[src/rtl/pipe_pkg.sv]
// Shared types for the hazard/forwarding controller:
// operand selects, shadow slot, memory-wait FSM states.
package pipe_pkg;

   localparam int RA_MAX = 8;

   typedef enum logic [1:0] {
      FWD_ID  = 2'd0,
      FWD_MEM = 2'd1,
      FWD_WB  = 2'd2
   } fwd_sel_t;

   typedef struct packed {
      logic              valid;
      logic [RA_MAX-1:0] rd;
      logic              we;
      logic              load;
   } slot_t;

   typedef enum logic {
      RUN   = 1'b0,
      MWAIT = 1'b1
   } fsm_state_t;

   localparam slot_t SLOT_NONE = '0;

   function automatic logic hz_src(slot_t s);
      return s.valid & s.we & (s.rd != '0);
   endfunction

   function automatic logic hits(
      slot_t s, logic [RA_MAX-1:0] a
   );
      return hz_src(s) & (s.rd == a);
   endfunction

endpackage

[src/rtl/hazard_ctrl_if.sv]
// ID decode fields in, pipeline controls out.
// Counter signals exist only with HAZARD_PERF_CNT_EN.
interface hazard_ctrl_if #(
   parameter int REG_AW = 5,
   parameter int CNT_W  = 32
);
   logic              id_valid;
   logic [REG_AW-1:0] id_rs;
   logic [REG_AW-1:0] id_rt;
   logic              id_use_rs;
   logic              id_use_rt;
   logic [REG_AW-1:0] id_rd;
   logic              id_we;
   logic              id_is_load;
   logic              ex_branch_taken;
   logic              pc_en;
   logic              ifid_en;
   logic              idex_bubble;
   logic              ifid_flush;
   logic              mem_freeze;
   logic [1:0]        fwd_rs_sel;
   logic [1:0]        fwd_rt_sel;
   logic              id_rs_byp;
   logic              id_rt_byp;
`ifdef HAZARD_PERF_CNT_EN
   logic [CNT_W-1:0]  stall_cnt;
   logic [CNT_W-1:0]  flush_cnt;

   modport master (
      output id_valid, id_rs, id_rt,
      output id_use_rs, id_use_rt,
      output id_rd, id_we, id_is_load,
      output ex_branch_taken,
      input  pc_en, ifid_en, idex_bubble,
      input  ifid_flush, mem_freeze,
      input  fwd_rs_sel, fwd_rt_sel,
      input  id_rs_byp, id_rt_byp,
      input  stall_cnt, flush_cnt
   );
   modport slave (
      input  id_valid, id_rs, id_rt,
      input  id_use_rs, id_use_rt,
      input  id_rd, id_we, id_is_load,
      input  ex_branch_taken,
      output pc_en, ifid_en, idex_bubble,
      output ifid_flush, mem_freeze,
      output fwd_rs_sel, fwd_rt_sel,
      output id_rs_byp, id_rt_byp,
      output stall_cnt, flush_cnt
   );
`else
   localparam int unused_cnt_w = CNT_W;

   modport master (
      output id_valid, id_rs, id_rt,
      output id_use_rs, id_use_rt,
      output id_rd, id_we, id_is_load,
      output ex_branch_taken,
      input  pc_en, ifid_en, idex_bubble,
      input  ifid_flush, mem_freeze,
      input  fwd_rs_sel, fwd_rt_sel,
      input  id_rs_byp, id_rt_byp
   );
   modport slave (
      input  id_valid, id_rs, id_rt,
      input  id_use_rs, id_use_rt,
      input  id_rd, id_we, id_is_load,
      input  ex_branch_taken,
      output pc_en, ifid_en, idex_bubble,
      output ifid_flush, mem_freeze,
      output fwd_rs_sel, fwd_rt_sel,
      output id_rs_byp, id_rt_byp
   );
`endif
endinterface

[src/rtl/hz_mem_wait.sv]
// RUN/MWAIT freeze FSM: a start pulse with lat_i > 1
// freezes the pipeline for lat_i-1 cycles.
module hz_mem_wait
   import pipe_pkg::*;
(
   input  logic       clk_i,
   input  logic       rst_i,
   input  logic       start_i,
   input  logic [3:0] lat_i,
   output logic       freeze_o
);

   fsm_state_t state_q, state_d;
   logic [3:0] cnt_q, cnt_d;

   always_ff @(posedge clk_i) begin
      if (rst_i) begin
         state_q <= RUN;
         cnt_q   <= '0;
      end else begin
         state_q <= state_d;
         cnt_q   <= cnt_d;
      end
   end

   always_comb begin
      state_d  = state_q;
      cnt_d    = cnt_q;
      freeze_o = 1'b0;
      unique case (state_q)
         RUN: begin
            if (start_i && lat_i > 4'd1) begin
               state_d = MWAIT;
               cnt_d   = lat_i - 4'd2;
            end
         end
         MWAIT: begin
            freeze_o = 1'b1;
            if (cnt_q == 4'd0) state_d = RUN;
            else cnt_d = cnt_q - 4'd1;
         end
      endcase
   end

endmodule

[src/rtl/hazard_ctrl.sv]
// Hazard/forwarding controller shadowing EX/MEM/WB.
// Define HAZARD_PERF_CNT_EN for stall/flush counters.
module hazard_ctrl
   import pipe_pkg::*;
#(
   parameter int REG_AW  = 5,
   parameter int MEM_LAT = 1,
   parameter int CNT_W   = 32
) (
   input logic   clk,
   input logic   rst,
   hazard_ctrl_if.slave hz
);

   slot_t    s_ex_q, s_ex_d, s_mem_q, s_wb_q;
   fwd_sel_t fwd_rs_q, fwd_rs_d;
   fwd_sel_t fwd_rt_q, fwd_rt_d;

   logic [RA_MAX-1:0] rs_a, rt_a, rd_a;
   logic freeze, brk, ldu, bubble, pc_en;
   logic unused_wb_ld;

   assign rs_a = RA_MAX'(hz.id_rs);
   assign rt_a = RA_MAX'(hz.id_rt);
   assign rd_a = RA_MAX'(hz.id_rd);
   assign unused_wb_ld = s_wb_q.load;

   hz_mem_wait u_mw (
      .clk_i    (clk),
      .rst_i    (rst),
      .start_i  (s_mem_q.valid & s_mem_q.load),
      .lat_i    (4'(MEM_LAT)),
      .freeze_o (freeze)
   );

   // Freeze outranks a branch, which outranks a load-use stall.
   assign brk = hz.ex_branch_taken & ~freeze;
   assign ldu = ~freeze & ~brk & hz.id_valid
              & s_ex_q.load
              & ((hz.id_use_rs & hits(s_ex_q, rs_a))
              |  (hz.id_use_rt & hits(s_ex_q, rt_a)));
   assign bubble = ~freeze & (brk | ldu);
   assign pc_en  = ~freeze & ~ldu;

   assign hz.pc_en       = pc_en;
   assign hz.ifid_en     = pc_en;
   assign hz.idex_bubble = bubble;
   assign hz.ifid_flush  = brk;
   assign hz.mem_freeze  = freeze;
   assign hz.id_rs_byp   = hits(s_wb_q, rs_a);
   assign hz.id_rt_byp   = hits(s_wb_q, rt_a);
   assign hz.fwd_rs_sel  = fwd_rs_q;
   assign hz.fwd_rt_sel  = fwd_rt_q;

   function automatic fwd_sel_t pick(
      logic v, logic [RA_MAX-1:0] a
   );
      fwd_sel_t r;
      r = FWD_ID;
      if (v && !s_ex_q.load && hits(s_ex_q, a))
         r = FWD_MEM;
      else if (v && hits(s_mem_q, a))
         r = FWD_WB;
      return r;
   endfunction

   always_comb begin
      s_ex_d   = SLOT_NONE;
      fwd_rs_d = FWD_ID;
      fwd_rt_d = FWD_ID;
      if (hz.id_valid && !bubble) begin
         s_ex_d.valid = 1'b1;
         s_ex_d.rd    = rd_a;
         s_ex_d.we    = hz.id_we;
         s_ex_d.load  = hz.id_is_load;
         fwd_rs_d = pick(hz.id_use_rs, rs_a);
         fwd_rt_d = pick(hz.id_use_rt, rt_a);
      end
   end

   always_ff @(posedge clk) begin
      if (rst) begin
         s_ex_q   <= SLOT_NONE;
         s_mem_q  <= SLOT_NONE;
         s_wb_q   <= SLOT_NONE;
         fwd_rs_q <= FWD_ID;
         fwd_rt_q <= FWD_ID;
      end else if (!freeze) begin
         s_wb_q   <= s_mem_q;
         s_mem_q  <= s_ex_q;
         s_ex_q   <= s_ex_d;
         fwd_rs_q <= fwd_rs_d;
         fwd_rt_q <= fwd_rt_d;
      end
   end

`ifdef HAZARD_PERF_CNT_EN
   logic [CNT_W-1:0] stall_q, flush_q;

   always_ff @(posedge clk) begin
      if (rst) begin
         stall_q <= '0;
         flush_q <= '0;
      end else begin
         if (!pc_en) stall_q <= stall_q + CNT_W'(1);
         if (brk)    flush_q <= flush_q + CNT_W'(1);
      end
   end

   assign hz.stall_cnt = stall_q;
   assign hz.flush_cnt = flush_q;
`else
   localparam int unused_cnt_w = CNT_W;
`endif

endmodule

[src/flat_wrapper.sv]
// flat-port wrapper written by rule: the top's interface ports become plain ports
module hazard_ctrl_flat import pipe_pkg::*;
#(
   parameter int REG_AW  = 5,
   parameter int MEM_LAT = 1,
   parameter int CNT_W   = 32
)
  (clk, rst, hz_id_valid, hz_id_rs, hz_id_rt, hz_id_use_rs, hz_id_use_rt, hz_id_rd, hz_id_we, hz_id_is_load, hz_ex_branch_taken, hz_pc_en, hz_ifid_en, hz_idex_bubble, hz_ifid_flush, hz_mem_freeze, hz_fwd_rs_sel, hz_fwd_rt_sel, hz_id_rs_byp, hz_id_rt_byp);
  hazard_ctrl_if #(.REG_AW(REG_AW), .CNT_W(CNT_W)) hz_i ();
  input logic clk;
  input logic rst;
  input wire logic [$bits(hz_i.id_valid)-1:0] hz_id_valid;
  input wire logic [$bits(hz_i.id_rs)-1:0] hz_id_rs;
  input wire logic [$bits(hz_i.id_rt)-1:0] hz_id_rt;
  input wire logic [$bits(hz_i.id_use_rs)-1:0] hz_id_use_rs;
  input wire logic [$bits(hz_i.id_use_rt)-1:0] hz_id_use_rt;
  input wire logic [$bits(hz_i.id_rd)-1:0] hz_id_rd;
  input wire logic [$bits(hz_i.id_we)-1:0] hz_id_we;
  input wire logic [$bits(hz_i.id_is_load)-1:0] hz_id_is_load;
  input wire logic [$bits(hz_i.ex_branch_taken)-1:0] hz_ex_branch_taken;
  output wire logic [$bits(hz_i.pc_en)-1:0] hz_pc_en;
  output wire logic [$bits(hz_i.ifid_en)-1:0] hz_ifid_en;
  output wire logic [$bits(hz_i.idex_bubble)-1:0] hz_idex_bubble;
  output wire logic [$bits(hz_i.ifid_flush)-1:0] hz_ifid_flush;
  output wire logic [$bits(hz_i.mem_freeze)-1:0] hz_mem_freeze;
  output wire logic [$bits(hz_i.fwd_rs_sel)-1:0] hz_fwd_rs_sel;
  output wire logic [$bits(hz_i.fwd_rt_sel)-1:0] hz_fwd_rt_sel;
  output wire logic [$bits(hz_i.id_rs_byp)-1:0] hz_id_rs_byp;
  output wire logic [$bits(hz_i.id_rt_byp)-1:0] hz_id_rt_byp;
  assign hz_i.id_valid = hz_id_valid;
  assign hz_i.id_rs = hz_id_rs;
  assign hz_i.id_rt = hz_id_rt;
  assign hz_i.id_use_rs = hz_id_use_rs;
  assign hz_i.id_use_rt = hz_id_use_rt;
  assign hz_i.id_rd = hz_id_rd;
  assign hz_i.id_we = hz_id_we;
  assign hz_i.id_is_load = hz_id_is_load;
  assign hz_i.ex_branch_taken = hz_ex_branch_taken;
  assign hz_pc_en = hz_i.pc_en;
  assign hz_ifid_en = hz_i.ifid_en;
  assign hz_idex_bubble = hz_i.idex_bubble;
  assign hz_ifid_flush = hz_i.ifid_flush;
  assign hz_mem_freeze = hz_i.mem_freeze;
  assign hz_fwd_rs_sel = hz_i.fwd_rs_sel;
  assign hz_fwd_rt_sel = hz_i.fwd_rt_sel;
  assign hz_id_rs_byp = hz_i.id_rs_byp;
  assign hz_id_rt_byp = hz_i.id_rt_byp;
  hazard_ctrl #(.REG_AW(REG_AW), .MEM_LAT(MEM_LAT), .CNT_W(CNT_W)) u_core (.clk(clk), .rst(rst), .hz(hz_i));
endmodule
[config.mk]
export PLATFORM = sky130hd
export DESIGN_NAME = hazard_ctrl_flat
export DESIGN_NICKNAME = d
export VERILOG_FILES = /design/src/rtl/pipe_pkg.sv /design/src/rtl/hazard_ctrl_if.sv /design/src/rtl/hz_mem_wait.sv /design/src/rtl/hazard_ctrl.sv /design/src/flat_wrapper.sv
export SDC_FILE = /design/constraint.sdc
export NUM_CORES = 1
export LEC_CHECK = 0
export BUFFER_PORTS_ARGS = -buffer_cell sky130_fd_sc_hd__buf_4
export CELL_PAD_IN_SITES_DETAIL_PLACEMENT = 1
export CELL_PAD_IN_SITES_GLOBAL_PLACEMENT = 2
export CORE_MARGIN = 2
export CORE_UTILIZATION = 35
export DETAILED_ROUTE_END_ITERATION = 6
export PLACE_DENSITY = 0.88
export SETUP_SLACK_MARGIN = 0.4
export SLEW_MARGIN = 5
export SYNTH_ARGS = -nofsm -noshare
export SYNTH_HDL_FRONTEND = slang
export SYNTH_SLANG_ARGS = --single-unit
[constraint.sdc]
create_clock -name clk -period 4.1 [get_ports clk]
set_input_delay 0.615 -clock clk [delete_from_list [all_inputs] [get_ports clk]]
set_output_delay 0.615 -clock clk [all_outputs]
set_load 0.005 [all_outputs]
==> run summary <==
The Yosys step of the flow raised 0 warnings. The wire length per cell is 17.22 microns. The run gives 0 as the final hold violation count.

The sequential share of power was 49.7%; the share of async-settable or async-resettable flops after synthesis was 0%. The tools report the beginning of the worst register-to-register path as u_core.s_ex_q[3]$_SDFFE_PP0N_. In this run the tool buffered the top-level ports with 33 buffer cells. The number of storage elements in the synthesis netlist came out at 31.

Setup violations remaining at the end of the flow were counted as 0. In this run the biggest area consumer among cell types represents 39.97% of the synthesized area. In the routed layout, each cell is associated on average with a via count of 5.430.

Sequential cells were found to cover 39.97% of the synthesized design area. Counting along the longest clock path gives a buffer depth of 2. The tools report the clock skew after layout as 0.005162 ns. By area the synthesized netlist is led by dfxtp_1 40%, mux2i_1 9.0%, xnor2_1 9.0%. Total power: 0.0006293 W. The tools report the worst setup path startpoint as u_core.s_ex_q[3]$_SDFFE_PP0N_. The post-cts sizing count is 0, and the number of buffers added to fix hold violations after cts is 0. Clock tree synthesis inserted a total of 5 buffers. The synthesized netlist cell count came out at 162. For the clock insertion delay at the later pin of the skew report, the log shows 0.27 ns.

Most frequent cell after synthesis: dfxtp_1. Measured along the y axis, the die boundary spans 70.61 microns. In this run the cell area of the synthesized design comes to 1553 sq um. In this run the post-CTS setup repair buffer count came out at 0. The detailed router placed 1352 vias in this run.

For the placeable core region, the log shows 4324 sq um. The total overflow left after global routing is 0. For this design, the slowest cell found on the critical path is dfxtp_1.

The arrival time of data at the critical path endpoint is 2.25 ns. The first routing iteration left 52 violations. For the number of distinct library cell variants in the gate-level netlist after synthesis, the log shows 32.

The part of the power in combinational logic is 9.2%, and the post-placement worst setup slack is 1.251 ns. For this configuration, the core starts out at a cell density of 35.91%. Dominant synthesized flop cell: dfxtp_1. The biggest area consumer among synthesized cells was dfxtp_1.

In this run the power spent charging and discharging nets is 0.0001390 W. Of all nets on the critical path, the largest fanout is 12. CTS saw 31 sinks.

The period utilization was 69.87%. Endpoint of the worst setup timing path: hz_ifid_en. The overall track demand over capacity in global routing was 18.29%; the first-pass GRT wire length was 7279 microns. The worst pin sits at a relative slew slack of 44.35%.

Setup slack on the worst reg-to-reg path comes out at 2.09 ns. In the final layout, the share of cells above drive strength 1 is 22.84%. At the end of routability-driven placement, the weighted congestion stood at 0.8181. The tools report the maximum number of pins on one net before global-route repair as 25. The flow ran to the end, and the final reports show no timing, DRC or antenna violations. The tools report the timing-limited maximum frequency as 0.3491 GHz.

The standard-cell row count came out at 24. By count the netlist is led by 31 x dfxtp_1, 23 x nor2_1, 16 x xnor2_1, 16 x xor2_1, 14 x mux2i_1. The analysis attributes to cell leakage a power of 0.7624 nW.

Counting flops with a built-in enable in the synthesized netlist gives 0. The largest stage delay on the critical path works out to 0.50 ns. The H-tree was split into 2 levels.

Setup total negative slack on the finished layout was measured at 0 ns. The buffer type at the clock tree root is clkbuf_8. Setup repair after global routing left no endpoint under its margin. Subtracting the final worst setup slack from the clock period gives 2.865 ns. The number of antenna violations at the first check in global routing was 0; the internal portion of total power was 0.0004903 W.

Dividing the synthesized area by the synthesized cell count gives 9.585 sq um. The number of maximum-capacitance violations is 0. STA classifies the critical path endpoint as an output pin. After clock tree synthesis, the clock-pin slew on the worst setup and hold paths is 0.06 ns. The growth of design area from synthesis to finish is 24.90%, and the minimum setup slack in the final design is 1.235 ns. The number of global-route vias before repair came out at 1431. The critical path crosses 6 cells after its start point. The slew at the pin closest to its max-slew limit was 0.8292 ns; the number of cell instances on the worst register-to-register path was 5. Hold timing on the final database bottoms out at a slack of 0.4931 ns. In this run the critical register-to-register path is captured at u_core.s_ex_q[5]$_SDFFE_PP0N_.

The number of antenna diodes in the final layout is 0. The post-place instance area is 1839 sq um, and the half-perimeter wire length after detailed placement is 3247 microns. The top cell family by delay on the critical path is compound AO/OA/AOI/OAI gates. The min-delay analysis places its worst path in the category reg2reg.

The maximum ir drop on the vdd rail came out at 0.2212 mV. The run gives 220 as the net total in the final layout. The tools report the part of the power in the clock network as 41.1%. The die covers 4985 sq um. For the worst setup path, the data required time is 3.48 ns. For the total count of max-transition violations in the final report, the log shows 0. Traced cell by cell, the critical path runs through xnor2_1, nand4_1, nor3_1, o21ai_1, o21ba_2, buf_4. In this run the power density over the cells is 324.5 nW/um^2.

Before antenna repair, the detailed router went through 4 iterations. The worst setup path is launched from a register. The final layout contains routed wiring with a total length of 4287 microns. For this design the top-level I/O count stands at 34. The switching part of the total was 22.09%; the antenna violation net count after detailed routing was 0. The number of buffers and inverters on the critical path works out to 1.

The final cell area excluding filler cells was 1939 sq um; the total DRC errors in the routed layout was 0. Type of the setup path with the least slack: reg2out. TritonCTS built the clock tree. When the netlist entered floorplanning its net count stood at 186. The horizontal die dimension is 70.61 microns.
[layout by cell type, fill, tap and decap left out, drive strengths merged]
| cell type | count |
|---|---|
| nand4 | 3 |
| o21ba | 1 |
| nand4b | 1 |
| a32o | 7 |
| clkbuf | 8 |
| o31ai | 1 |
| o21ai | 1 |
| a21oi | 3 |
| mux2i | 14 |
| inv | 3 |
| nor2b | 3 |
| nand3 | 5 |
| or4 | 1 |
| a22oi | 2 |
| dfxtp | 31 |
| o21bai | 1 |
| xor2 | 16 |
| nor2 | 24 |
| o211ai | 1 |
| a22o | 3 |
| nand2 | 4 |
| xnor2 | 16 |
| ha | 1 |
| or3b | 1 |
| a211oi | 3 |
| buf | 34 |
| nor4 | 5 |
| nor3 | 4 |
[registers in the layout, indices dropped and copies added (netlist names)]
signal                flops
u_core.hz.fwd_rs_sel      2
u_core.hz.fwd_rt_sel      2
u_core.s_ex_q             8
u_core.s_mem_q            7
u_core.s_wb_q             7
u_core.u_mw.cnt_q         4
u_core.u_mw.state_q       1
[how the worst min path moves through the flow]
stage / endpoint / cells after the start / start / slack, ns
after floorplan: u_core.u_mw.cnt_q[2]$_SDFFE_PP0P_ / 2 / u_core.u_mw.cnt_q[2]$_SDFFE_PP0P_ / 0.45
after global placement: u_core.u_mw.cnt_q[2]$_SDFFE_PP0P_ / 2 / u_core.u_mw.cnt_q[2]$_SDFFE_PP0P_ / 0.47
after detailed placement: u_core.hz.fwd_rt_sel[1]$_SDFFE_PP0N_ / 1 / u_core.hz.fwd_rt_sel[1]$_SDFFE_PP0N_ / 0.48
after CTS: u_core.hz.fwd_rt_sel[1]$_SDFFE_PP0N_ / 1 / u_core.hz.fwd_rt_sel[1]$_SDFFE_PP0N_ / 0.49
after global routing: u_core.hz.fwd_rs_sel[1]$_SDFFE_PP0N_ / 1 / u_core.hz.fwd_rs_sel[1]$_SDFFE_PP0N_ / 0.53
final: u_core.hz.fwd_rt_sel[1]$_SDFFE_PP0N_ / 1 / u_core.hz.fwd_rt_sel[1]$_SDFFE_PP0N_ / 0.49
[per-stage QoR]
step / util (%) / instances
floorplan: - / 162
global placement: 42.53 / 241
detailed placement: 42.53 / 241
CTS: 44.85 / 249
global route: 44.85 / 249
finish: 44.85 / 249
[power groups by stage]
stage | sequential, W | clock (W) | combinational [W]
floorplan | 0.000316 | 0 | 0.0000290
global placement | 0.000319 | 0 | 0.0000559
detailed placement | 0.000319 | 0 | 0.0000587
CTS | 0.000313 | 0.000265 | 0.0000591
global route | 0.000313 | 0.000279 | 0.0000641
finish | 0.000313 | 0.000259 | 0.0000581
[metal layers]
metal	GRT usage [%]	wire, microns	vias to the layer above
met2	32.60	2134	36
met3	4.274	211	11
met5	0	0	-
li1	-	-	644
met4	6.080	111	0
met1	21.68	1830	661
[final cells by class]
type                    instances  area [sq um]
multi-input cells             121         887.1
repair buffers                 34         255.2
clock buffers                   8         100.1
fillers                       508          2385
flip-flops and latches         31         620.6
well taps                      52         65.06
inverters                       3         11.26
[logic make-up after synthesis]
| logic type | after synthesis | synth area share, % |
|---|---|---|
| adders and majority gates | 1 | 0.8057 |
| muxes | 14 | 9.025 |
| and+or+nand+nor | 51 | 17.24 |
| xor gates and xnor gates | 32 | 18.05 |
| AOI/OAI and AO/OA | 23 | 12.01 |
| DFF | 31 | 39.97 |
| buffers and inverters | 10 | 2.901 |
Power figures use the tool's default switching activity.
